File: src/rtl/mem_port_arbiter_pkg.sv
// Shared types and default constants for the fetch/data memory port arbiter.
package mem_arb_pkg;

  typedef enum logic [1:0] {
    IDLE    = 2'd0,
    WAIT_IF = 2'd1,
    WAIT_D  = 2'd2
  } arb_state_t;

  typedef enum logic {
    SRC_IF = 1'b0,
    SRC_D  = 1'b1
  } src_t;

  localparam int DEF_ADDR_W     = 32;
  localparam int DEF_DATA_W     = 32;
  localparam int DEF_MEM_LAT    = 1;
  localparam int DEF_STARVE_MAX = 4;

endpackage

File: src/rtl/mem_port_arbiter_prio_sel.sv
// Data-priority winner select with a fetch-starvation counter that forces
// one fetch win after STARVE_MAX consecutive losses.
module arb_prio_sel
  import mem_arb_pkg::*;
#(
  parameter int STARVE_MAX = DEF_STARVE_MAX
) (
  input  logic clock,
  input  logic reset,
  input  logic if_req,
  input  logic d_req,
  input  logic issue,
  output src_t win_src,
  output logic win_valid
);

  localparam int SW = $clog2(STARVE_MAX + 1);
  localparam logic [SW-1:0] STARVE_TOP = SW'(STARVE_MAX);

  logic [SW-1:0] starve_cnt;
  logic          if_starved;

  assign if_starved = if_req && (starve_cnt == STARVE_TOP);

  always_comb begin
    win_valid = if_req || d_req;
    win_src   = (d_req && !if_starved) ? SRC_D : SRC_IF;
  end

  // Any idle cycle of the fetch port forgives its past losses.
  always_ff @(posedge clock) begin
    if (!reset) begin
      starve_cnt <= '0;
    end else if (!if_req) begin
      starve_cnt <= '0;
    end else if (issue) begin
      if (win_src == SRC_D) begin
        if (starve_cnt != STARVE_TOP) starve_cnt <= starve_cnt + 1'b1;
      end else begin
        starve_cnt <= '0;
      end
    end
  end

endmodule

File: src/rtl/mem_port_arbiter.sv
// Shares one single-ported memory between the fetch and data ports, one
// outstanding access at a time, with data priority and a starvation guard.
module mem_port_arbiter
  import mem_arb_pkg::*;
#(
  parameter int ADDR_W     = DEF_ADDR_W,
  parameter int DATA_W     = DEF_DATA_W,
  parameter int MEM_LAT    = DEF_MEM_LAT,
  parameter int STARVE_MAX = DEF_STARVE_MAX
) (
  input  logic              clock,
  input  logic              reset,
  input  logic              if_req,
  input  logic [ADDR_W-1:0] if_addr,
  output logic              if_gnt,
  output logic              if_rvalid,
  output logic [DATA_W-1:0] if_rdata,
  input  logic              d_req,
  input  logic              d_we,
  input  logic [ADDR_W-1:0] d_addr,
  input  logic [DATA_W-1:0] d_wdata,
  output logic              d_gnt,
  output logic              d_rvalid,
  output logic [DATA_W-1:0] d_rdata,
  output logic              mem_en,
  output logic              mem_we,
  output logic [ADDR_W-1:0] mem_addr,
  output logic [DATA_W-1:0] mem_wdata,
  input  logic [DATA_W-1:0] mem_rdata,
  output logic              busy
);

  localparam int LW = $clog2(MEM_LAT + 1);
  localparam logic [LW-1:0] LAT_TOP = LW'(MEM_LAT);

  arb_state_t    state;
  logic [LW-1:0] lat_cnt;
  logic          pend_we;
  src_t          win_src;
  logic          win_valid;
  logic          issue;
  logic          ret_now;

  assign issue   = reset && (state == IDLE) && win_valid;
  assign ret_now = reset && (state != IDLE) && (lat_cnt == LAT_TOP);

  arb_prio_sel #(
    .STARVE_MAX(STARVE_MAX)
  ) u_sel (
    .clock    (clock),
    .reset    (reset),
    .if_req   (if_req),
    .d_req    (d_req),
    .issue    (issue),
    .win_src  (win_src),
    .win_valid(win_valid)
  );

  always_ff @(posedge clock) begin
    if (!reset) begin
      state   <= IDLE;
      lat_cnt <= '0;
      pend_we <= 1'b0;
    end else begin
      case (state)
        IDLE: begin
          if (win_valid) begin
            state   <= (win_src == SRC_D) ? WAIT_D : WAIT_IF;
            lat_cnt <= LW'(1);
            pend_we <= (win_src == SRC_D) && d_we;
          end
        end
        WAIT_IF, WAIT_D: begin
          if (lat_cnt == LAT_TOP) begin
            state   <= IDLE;
            lat_cnt <= '0;
          end else begin
            lat_cnt <= lat_cnt + 1'b1;
          end
        end
        default: begin
          state   <= IDLE;
          lat_cnt <= '0;
        end
      endcase
    end
  end

  // Issue side is combinational so a request is granted in the cycle it is seen.
  always_comb begin
    if_gnt    = issue && (win_src == SRC_IF);
    d_gnt     = issue && (win_src == SRC_D);
    mem_en    = issue;
    mem_we    = d_gnt && d_we;
    mem_addr  = '0;
    mem_wdata = '0;
    if (d_gnt) mem_addr = d_addr;
    else if (if_gnt) mem_addr = if_addr;
    if (d_gnt && d_we) mem_wdata = d_wdata;
  end

  always_comb begin
    if_rvalid = ret_now && (state == WAIT_IF);
    d_rvalid  = ret_now && (state == WAIT_D);
    if_rdata  = if_rvalid ? mem_rdata : '0;
    d_rdata   = (d_rvalid && !pend_we) ? mem_rdata : '0;
    busy      = reset && (state != IDLE);
  end

endmodule

File: config.mk
export PLATFORM = sky130hd
export DESIGN_NAME = mem_port_arbiter
export DESIGN_NICKNAME = d
export VERILOG_FILES = /design/src/rtl/mem_port_arbiter_pkg.sv /design/src/rtl/mem_port_arbiter_prio_sel.sv /design/src/rtl/mem_port_arbiter.sv
export SDC_FILE = /design/constraint.sdc
export NUM_CORES = 1
export LEC_CHECK = 0
export BUFFER_PORTS_ARGS = -buffer_cell sky130_fd_sc_hd__buf_2
export CORE_AREA = 2 2 105 107
export DETAILED_ROUTE_END_ITERATION = 8
export DIE_AREA = 0 0 107 109
export PLACE_DENSITY = 0.54
export SLEW_MARGIN = 25
export SYNTH_ARGS = -nofsm -noshare
export SYNTH_HDL_FRONTEND = slang
export SYNTH_HIERARCHICAL = 1
export SYNTH_SLANG_ARGS = --single-unit
File: constraint.sdc
create_clock -name clock -period 2.5 [get_ports clock]
set_input_delay 0.375 -clock clock [delete_from_list [all_inputs] [get_ports clock]]
set_output_delay 0.375 -clock clock [all_outputs]
set_load 0.01 [all_outputs]
==> metrics.csv, run 1 <==
metric,value,unit
status,"complete, no violations",
vias,2512,
finalPower,0.000749,W
ys_top_cells_by_area,"and2_1 (37%), mux2i_1 (21%), dfxtp_1 (8.5%)",
hpwl,6.47,mm
skew,0.00326,ns
ios,268,
avgSynthCellArea,6.97,sq um
cts_buffers,3,
crit_type,flop to output port,
gp_congestion,0.706,
wl_per_cell,11.6,um
met1_usage,0.120,
ys_async_sr_fraction,0,
synth-xor-area-share,0,
synth_top_area_share,0.369,
cp.required,2.12,ns
clockBufferDepth,2,
max_freq,0.430,GHz
drive_above_1_share,0.570,
crit_path_top_delay_cell,dfxtp_1,
setup_viol,0,
ys_types,29,
intPower,0.000452,W
power.switching,0.000298,W
grt_overflow_total,0,
maxCapViolations,0,
synth.net_count,376,
pwr_density_cell,238,nW/um^2
finalCriticalPeriod,2.33,ns
postCtsSetupRepairBufs,0,
leakagePower,2.06,nW
insertion_delay,0.23,ns
rsz0062_at_grt,no,
clkSinkCount,7,
slew_headroom,0.724,
synth_top_cells_by_count,"and2_1 (97), mux2i_1 (34), nor2_1 (34), dfxtp_1 (7), ha_1 (7)",
fin_util,0.297,
setup_tns,0,ns
cpPeakStageDelay,0.39,ns
maxSlewViolCount,0,
busiest_layer,met2,
final_area,3140,sq um
initialDrtViolationCount,124,
finalCritPeriodShare,0.931,
ir_worst_vdd,135,uV
hold_viol,0,
synth-compound-area-share,0.0289,
antenna_found_initial,2,
synth_cells,236,
grt_max_degree,36,
yosys.area_share.simple,0.543,
ys_seq_area_frac,0.0852,
dieArea,11700,sq um
synth_top_area_cell,and2_1,
hold_class,primary input to flop,
ant_nets,0,
coreArea,10600,sq um
syn_to_final_growth,91.1,%
fillers,1175,
drtPass1Iterations,4,
clkPwrFrac,0.222,
clk_pin_slew,0.05,ns
synth_adder_area_share,0.0532,
grt_pass1_vias,2101,
worst-slew-pin-transition,0.414,ns
met2_usage,0.206,
crit_fanout,33,
crit_chain,inv_1 > ha_1 > and2b_4 > and3_1 > buf_4 > and2_1 > buf_2,
worstPathArrival,1.95,ns
swShare,0.397,
endpoint_kind,output port,
finalNonFillerCells,634,
ys_warn_count,6,
drt_wl_total,7.33,mm
syn_area,1650,sq um
globalRouteTotalUtil,0.107,
synth_seq_cells,7,
ys.flop_type,dfxtp_1,
synth.most_common_cell,and2_1,
htreeDepth,1,
start_util,0.155,
drcViolationCount,0,
met3_usage,0.0269,
cts_hold_repair.buffers,0,
rrSetupSlack,0.85,ns
nNetsFinal,634,
root_buffer,clkbuf_8,
synthMuxAreaShare,0.207,
die_y,109,um
port_buffers,267,
cts_tree,done,
synth_top_family_by_area,simple AND/OR/NAND/NOR gates,
grt_pass1_wl,10.1,mm
rows,38,
cp-start-kind,flop,
viasPerCell,3.96,
seq_power_share,0.180,
place_area,3090,sq um
fp.dieW,107,um
pwr-share-comb,0.598,
placedCellCount,629,
synth-edff-count,0,
-- stage by stage --
stage               hold WS [ns]  setup slack [ns]
global placement           0.477             0.270
CTS                        0.460             0.120
global route               0.473            0.0272
detailed placement         0.484             0.171
finish                     0.468             0.173
floorplan                  0.442             0.587
-- layer usage --
layer  up-vias  part of all wire
li1       1268                 -
met1      1070              0.38
met2       168              0.50
met3         4              0.12
met4         2            0.0025
met5         -            0.0014
-- sequential cells by signal (all words and copies together) (netlist names) --
register	cells
lat_cnt	1
state	2
u_sel/starve_cnt	3
pend_we	1
-- cell usage in the layout, fill, tap and decap left out, drive strengths merged --
cell type	count
inv	7
buf	271
nand4	2
diode	1
dfxtp	7
and2b	1
o32ai	1
ha	7
nand2	6
a21oi	2
nand2b	4
and3	3
a31o	1
a31oi	1
or2	1
clkbuf	3
nor2	34
o21ai	1
clkinv	1
and2	97
and4b	1
mux2i	34
nand4b	1
nand3	4
o2111ai	1
nor2b	2
-- layout make-up --
type / instances / area [sq um] / area share
repair buffers: 271 / 1380 / 0.440
clock inverters: 1 / 5.00 / 0.00159
well taps: 140 / 175 / 0.0557
flip-flops and latches: 7 / 140 / 0.0446
diodes: 1 / 2.50 / 0.000796
inverters: 7 / 26.3 / 0.00836
multi-input cells: 204 / 1370 / 0.436
clock buffers: 3 / 41.3 / 0.0131
-- power by group through the flow --
stage	logic (W)	clock network [W]	registers [W]
floorplan	0.000239	0	0.000134
global placement	0.000448	0	0.000137
detailed placement	0.000454	0	0.000137
CTS	0.000456	0.000172	0.000135
global route	0.000497	0.000182	0.000137
finish	0.000448	0.000166	0.000135
-- worst max-delay path: cells and delay by family (launching register included) --
kind	cells	cell delay [ns]
and+or+nand+nor	3	0.60
buffers and inverters	3	0.48
DFF	1	0.39
adders and majority gates	1	0.23
-- final timing paths --
path                                            to                        startpoint  cells past startpoint
setup / recovery                       if_rdata[7]             state[0]$_SDFFE_PN0P_                      7
hold / removal    u_sel/starve_cnt[1]$_SDFFE_PN0P_                             d_req                      3
setup reg to reg             state[1]$_SDFFE_PN0P_  u_sel/starve_cnt[0]$_SDFFE_PN0P_                      7
hold reg to reg               pend_we$_SDFFE_PN0P_              pend_we$_SDFFE_PN0P_                      1
-- logic make-up (layout without fill, tap and decap cells) --
kind of cell    after synthesis  after routing
compound gates                7              7
fa+ha+maj                     7              7
buf+inv                      25            282
flops                         7              7
mux                          34             34
other cells                   0              1
simple gates                156            156
-- what timing repair did --
item	CTS	global route
endpoints found under the setup margin	32	22
gates resized for setup	1	1
gates cloned	0	0
No activity file was read; power rests on OpenSTA's default activity.
==> inputs of run 2 (changes only) <==
Settings changed: PLACE_DENSITY 0.54 to 0.57.
==> run 2 against run 1 <==
  * Combinational power barely moved
  * Worst setup slack improved by 0.0087 ns
  * Die area is the same
  * Clock skew increased by 0.0018 ns
  * Clock power shrank 2%
  * Utilization about the same
  * Critical path depth rose by 1
  * Critical path type unchanged
  * Critical endpoint is now mem_addr[17]
  * Largest power group unchanged
==> metrics.csv, run 2 (synthesis results as in run 1) <==
metric,value,unit,change
status,"complete, no violations",,unchanged
maxCapViolations,0,,unchanged
cp-start-kind,flop,,unchanged
cts_tree,done,,unchanged
vias,2473,,was 2512
worstPathArrival,1.94,ns,was 1.95 ns
max_freq,0.431,GHz,was 0.430 GHz
worst-slew-pin-transition,0.339,ns,was 0.414 ns
finalCriticalPeriod,2.32,ns,was 2.33 ns
ir_worst_vdd,158,uV,was 135 uV
hold_viol,0,,unchanged
ant_nets,0,,unchanged
grt_pass1_wl,10.2,mm,was 10.1 mm
coreArea,10600,sq um,unchanged
maxSlewViolCount,0,,unchanged
grt_max_degree,36,,unchanged
ios,268,,unchanged
wl_per_cell,11.5,um,was 11.6 um
die_y,109,um,unchanged
crit_fanout,34,,was 33
nNetsFinal,634,,unchanged
largest_register_ffs,3,,unchanged
endpoint_kind,output port,,unchanged
clockBufferDepth,2,,unchanged
grt_overflow_total,0,,unchanged
leakagePower,2.06,nW,about the same
viasPerCell,3.91,,was 3.96
skew,0.00506,ns,was 0.00326 ns
fp.dieW,107,um,unchanged
drtPass1Iterations,5,,was 4
drive_above_1_share,0.570,,unchanged
fin_util,0.297,,about the same
finalCritPeriodShare,0.927,,was 0.931
port_buffers,267,,unchanged
finalNonFillerCells,633,,was 634
dieArea,11700,sq um,unchanged
hold_class,primary input to flop,,unchanged
placedCellCount,629,,unchanged
setup_viol,0,,unchanged
pwr_density_cell,238,nW/um^2,about the same
drcViolationCount,0,,unchanged
cp.required,2.12,ns,about the same
gp_congestion,0.726,,was 0.706
slew_headroom,0.774,,was 0.724
globalRouteTotalUtil,0.109,,was 0.107
insertion_delay,0.23,ns,about the same
final_cell_mix,"buf_2 (267), and2_1 (96), nor2_1 (34), mux2i_1 (34)",,unchanged
grt_pass1_vias,2208,,was 2101
final_common_cell,buf_2,,unchanged
n_antenna_cell,0,,was 1
htreeDepth,1,,unchanged
rsz0062_at_grt,no,,unchanged
hpwl,6.39,mm,was 6.47 mm
fillers,1144,,was 1175
cpPeakStageDelay,0.35,ns,was 0.39 ns
largest_register,u_sel/starve_cnt,,unchanged
antenna_found_initial,0,,was 2
drt_wl_total,7.25,mm,was 7.33 mm
crit_chain,inv_1 > ha_1 > nand3_1 > and2_2 > buf_12 > mux2i_1 > nor2_1 > buf_2,,was inv_1 > ha_1 > and2b_4 > and3_1 > buf_4 > and2_1 > buf_2
clk_pin_slew,0.05,ns,about the same
crit_family,buffers and inverters,,was simple AND/OR/NAND/NOR gates
clkSinkCount,7,,unchanged
setup_tns,0,ns,unchanged
cts_buffers,3,,unchanged
crit_path_top_delay_cell,dfxtp_1,,unchanged
syn_to_final_growth,91.4,%,was 91.1%
postCtsSetupRepairBufs,0,,unchanged
root_buffer,clkbuf_8,,unchanged
reg.largest.list,"u_sel/starve_cnt (3), state (2)",,unchanged
rows,38,,unchanged
crit_type,flop to output port,,unchanged
initialDrtViolationCount,61,,was 124
start_util,0.155,,unchanged
cp_num_buf_inv,3,,unchanged
[run 2: cell count changes in the layout (fill, tap and decap cells not counted), sizes merged]
cell	change
diode	-1
[run 2: metrics by stage]
stage	total power (W)	instance area, sq um	setup slack [ns]	hold WS (ns)
2_1_floorplan	0.000373	1650	0.587	0.442
3_3_place_gp	0.000585	3090	0.279	0.478
3_5_place_dp	0.000593	3090	0.133	0.493
4_1_cts	0.000761	3140	0.117	0.462
5_1_grt	0.000820	3150	0.0351	0.466
6_report	0.000748	3150	0.181	0.468
[run 2: repair_timing]
| item | 4_1_cts | 5_1_grt |
|---|---|---|
| hold buffers | 0 | 0 |
| endpoints found under the setup margin | 33 | 17 |
| pin swaps | 0 | 0 |
| hold endpoints to repair | 0 | 0 |
| resized for setup | 1 | 3 |
[run 2: cell type report]
class / count / area, sq um / share of cell area
Timing Repair Buffer: 271 / 1390 / 0.440
Multi-Input combinational cell: 204 / 1380 / 0.437
Tap cell: 140 / 175 / 0.0556
Sequential cell: 7 / 140 / 0.0445
Clock buffer: 3 / 41.3 / 0.0131
Inverter: 7 / 26.3 / 0.00834
Clock inverter: 1 / 5.00 / 0.00159
[run 2: path summary, 6_finish.rpt]
kind / startpoint / endpoint / slack, ns / cells past startpoint
hold reg to reg: pend_we$_SDFFE_PN0P_ / pend_we$_SDFFE_PN0P_ / 0.49 / 1
setup reg to reg: u_sel/starve_cnt[0]$_SDFFE_PN0P_ / state[1]$_SDFFE_PN0P_ / 0.79 / 7
hold / removal: d_req / u_sel/starve_cnt[1]$_SDFFE_PN0P_ / 0.47 / 3
setup / recovery: u_sel/starve_cnt[0]$_SDFFE_PN0P_ / mem_addr[17] / 0.18 / 8
[run 2: tightest hold or removal path, cell delays in order]
cell     delay [ns]
buf_2          0.13
nand4_1        0.07
a21oi_1        0.06
[run 2: metal layers]
metal  up-vias  wire length [um]  track usage
met1      1046              2730        0.119
met5         -                 0            0
met3         0               635       0.0132
li1       1267                 -            -
met4         0                 0       0.0195
met2       160              3890        0.224
[run 2: report_power, final]
group	switching, W	total, W	internal [W]
clock	0.0000541	0.000162	0.000108
combinational	0.000231	0.000451	0.000220
sequential	0.0000113	0.000135	0.000124
==> inputs of run 3 (changes only) <==
--- a/constraint.sdc
+++ b/constraint.sdc
@@ -3,2 +3,2 @@
 set_output_delay 0.375 -clock clock [all_outputs]
-set_load 0.01 [all_outputs]
+set_load 0.02 [all_outputs]
==> run 3 against run 2 <==
  * Critical path depth shrank 1
  * Global-route usage shrank 0.063 points
  * Sequential cell count did not move
  * Final cell count stayed put
  * Utilization rose by 0.083 points
  * Final area up 0.28%
  * Maximum frequency shrank 1.2%
  * Routed wire length increased by 0.90%
  * Combinational power grew 15%
  * Largest power group unchanged
==> metrics.csv, run 3 (synthesis results as in run 1) <==
metric,value,unit,change
timing.hold.ws,0.448,ns,was 0.468 ns
grt_max_degree,36,,unchanged
vias,2539,,was 2473
largest_register,u_sel/starve_cnt,,unchanged
port_buffers,267,,unchanged
slew_headroom,0.764,,was 0.774
drtPass1Iterations,5,,unchanged
reg.largest.list,"u_sel/starve_cnt (3), state (2)",,unchanged
rows,38,,unchanged
setup_tns,0,ns,unchanged
drive_above_1_share,0.570,,unchanged
coreArea,10600,sq um,unchanged
cp.required,2.12,ns,about the same
cpPeakStageDelay,0.39,ns,was 0.35 ns
cts_tree,done,,unchanged
grt_pass1_vias,2198,,was 2208
cts_hold_repair.buffers,0,,unchanged
crit_fanout,32,,was 34
initialDrtViolationCount,94,,was 61
clkSinkCount,7,,unchanged
final_cell_mix,"buf_2 (267), and2_1 (96), nor2_1 (34), mux2i_1 (34)",,unchanged
endpoint_kind,output port,,unchanged
fp.dieW,107,um,unchanged
status,"complete, no violations",,unchanged
rrSetupSlack,0.82,ns,was 0.79 ns
n_antenna_cell,0,,unchanged
drcViolationCount,0,,unchanged
crit_chain,inv_1 > ha_1 > and2b_4 > and4b_1 > buf_12 > and2_1 > buf_2,,was inv_1 > ha_1 > nand3_1 > and2_2 > buf_12 > mux2i_1 > nor2_1 > buf_2
worstPathArrival,1.97,ns,was 1.94 ns
insertion_delay,0.23,ns,about the same
maxCapViolations,0,,unchanged
start_util,0.155,,unchanged
maxSlewViolCount,0,,unchanged
grt_pass1_wl,10.2,mm,about the same
worst-slew-pin-transition,0.353,ns,was 0.339 ns
hold_viol,0,,unchanged
setup_viol,0,,unchanged
hpwl,6.49,mm,was 6.39 mm
finalCriticalPeriod,2.35,ns,was 2.32 ns
fin_util,0.298,,was 0.297
final_common_cell,buf_2,,unchanged
gp_congestion,0.727,,was 0.726
leakagePower,2.06,nW,about the same
crit_path_top_delay_cell,dfxtp_1,,unchanged
ir_worst_vdd,141,uV,was 158 uV
crit_type,flop to output port,,unchanged
pwr_density_cell,259,nW/um^2,was 238 nW/um^2
globalRouteTotalUtil,0.108,,was 0.109
die_y,109,um,unchanged
root_buffer,clkbuf_8,,unchanged
skew,0.00141,ns,was 0.00506 ns
clk_pin_slew,0.04,ns,was 0.05 ns
clockBufferDepth,2,,unchanged
grt_overflow_total,0,,unchanged
ios,268,,unchanged
max_freq,0.426,GHz,was 0.431 GHz
cts_buffers,3,,unchanged
syn_to_final_growth,91.9,%,was 91.4%
timing.final.ws_setup,0.153,ns,was 0.181 ns
viasPerCell,4.01,,was 3.91
nNetsFinal,634,,unchanged
ant_nets,0,,unchanged
rsz0062_at_grt,no,,unchanged
antenna_found_initial,0,,unchanged
cp-start-kind,flop,,unchanged
wl_per_cell,11.6,um,was 11.5 um
hold_class,primary input to flop,,unchanged
htreeDepth,1,,unchanged
largest_register_ffs,3,,unchanged
dieArea,11700,sq um,unchanged
drt_wl_total,7.31,mm,was 7.25 mm
pre_cts_ws,0.117,ns,was 0.133 ns
finalCritPeriodShare,0.939,,was 0.927
[run 3: cell counts in the layout (fill, tap and decap cells not counted)]
Identical to the previous run, type by type.
[run 3: final timing paths]
kind / from / to / depth (start not counted)
worst max-delay path: state[0]$_SDFFE_PN0P_ / d_rdata[17] / 7
worst min-delay path: d_req / u_sel/starve_cnt[1]$_SDFFE_PN0P_ / 3
worst min register to register: pend_we$_SDFFE_PN0P_ / pend_we$_SDFFE_PN0P_ / 1
worst max register to register: u_sel/starve_cnt[0]$_SDFFE_PN0P_ / state[1]$_SDFFE_PN0P_ / 7
[run 3: layout make-up]
type / count / area, sq um
clock buffer: 3 / 41.3
fill: 1179 / 7440
inverter: 7 / 26.3
clock inverter: 1 / 5.00
tap: 140 / 175
sequential: 7 / 140
timing repair buffer: 271 / 1400
multi-input combinational: 204 / 1380
[run 3: stage by stage]
step / std cells / cell area [sq um] / total power [W]
6_report: 633 / 3160 / 0.000817
3_3_place_gp: 629 / 3090 / 0.000649
5_1_grt: 633 / 3160 / 0.000883
3_5_place_dp: 629 / 3090 / 0.000660
4_1_cts: 633 / 3140 / 0.000828
2_1_floorplan: 236 / 1650 / 0.000438
[run 3: per-layer routing]
| metal | track usage | up-vias | part of all wire |
|---|---|---|---|
| met2 | 0.226 | 173 | 0.54 |
| met1 | 0.116 | 1098 | 0.36 |
| met4 | 0.0167 | 0 | 0.0030 |
| met3 | 0.0143 | 3 | 0.10 |
| met5 | 0 | - | 0 |
| li1 | - | 1265 | - |
[run 3: where the power goes]
group	internal, W	total (W)	leakage [nW]	switching [W]
logic	0.000221	0.000518	1.98	0.000296
clock network	0.000108	0.000164	0.0255	0.0000557
registers	0.000124	0.000135	0.0572	0.0000113
[run 3: critical path, delay by kind of cell (launching register included)]
kind / cells / cell delay (ns)
simple gates: 3 / 0.67
buf+inv: 3 / 0.43
flops: 1 / 0.39
fa+ha+maj: 1 / 0.24
[run 3: repair_timing]
| item | in CTS | in global routing |
|---|---|---|
| gates resized for setup | 1 | 5 |
| endpoints found under the setup margin | 33 | 74 |
| endpoints found under the hold margin | 0 | 0 |
| setup buffers | 0 | 0 |
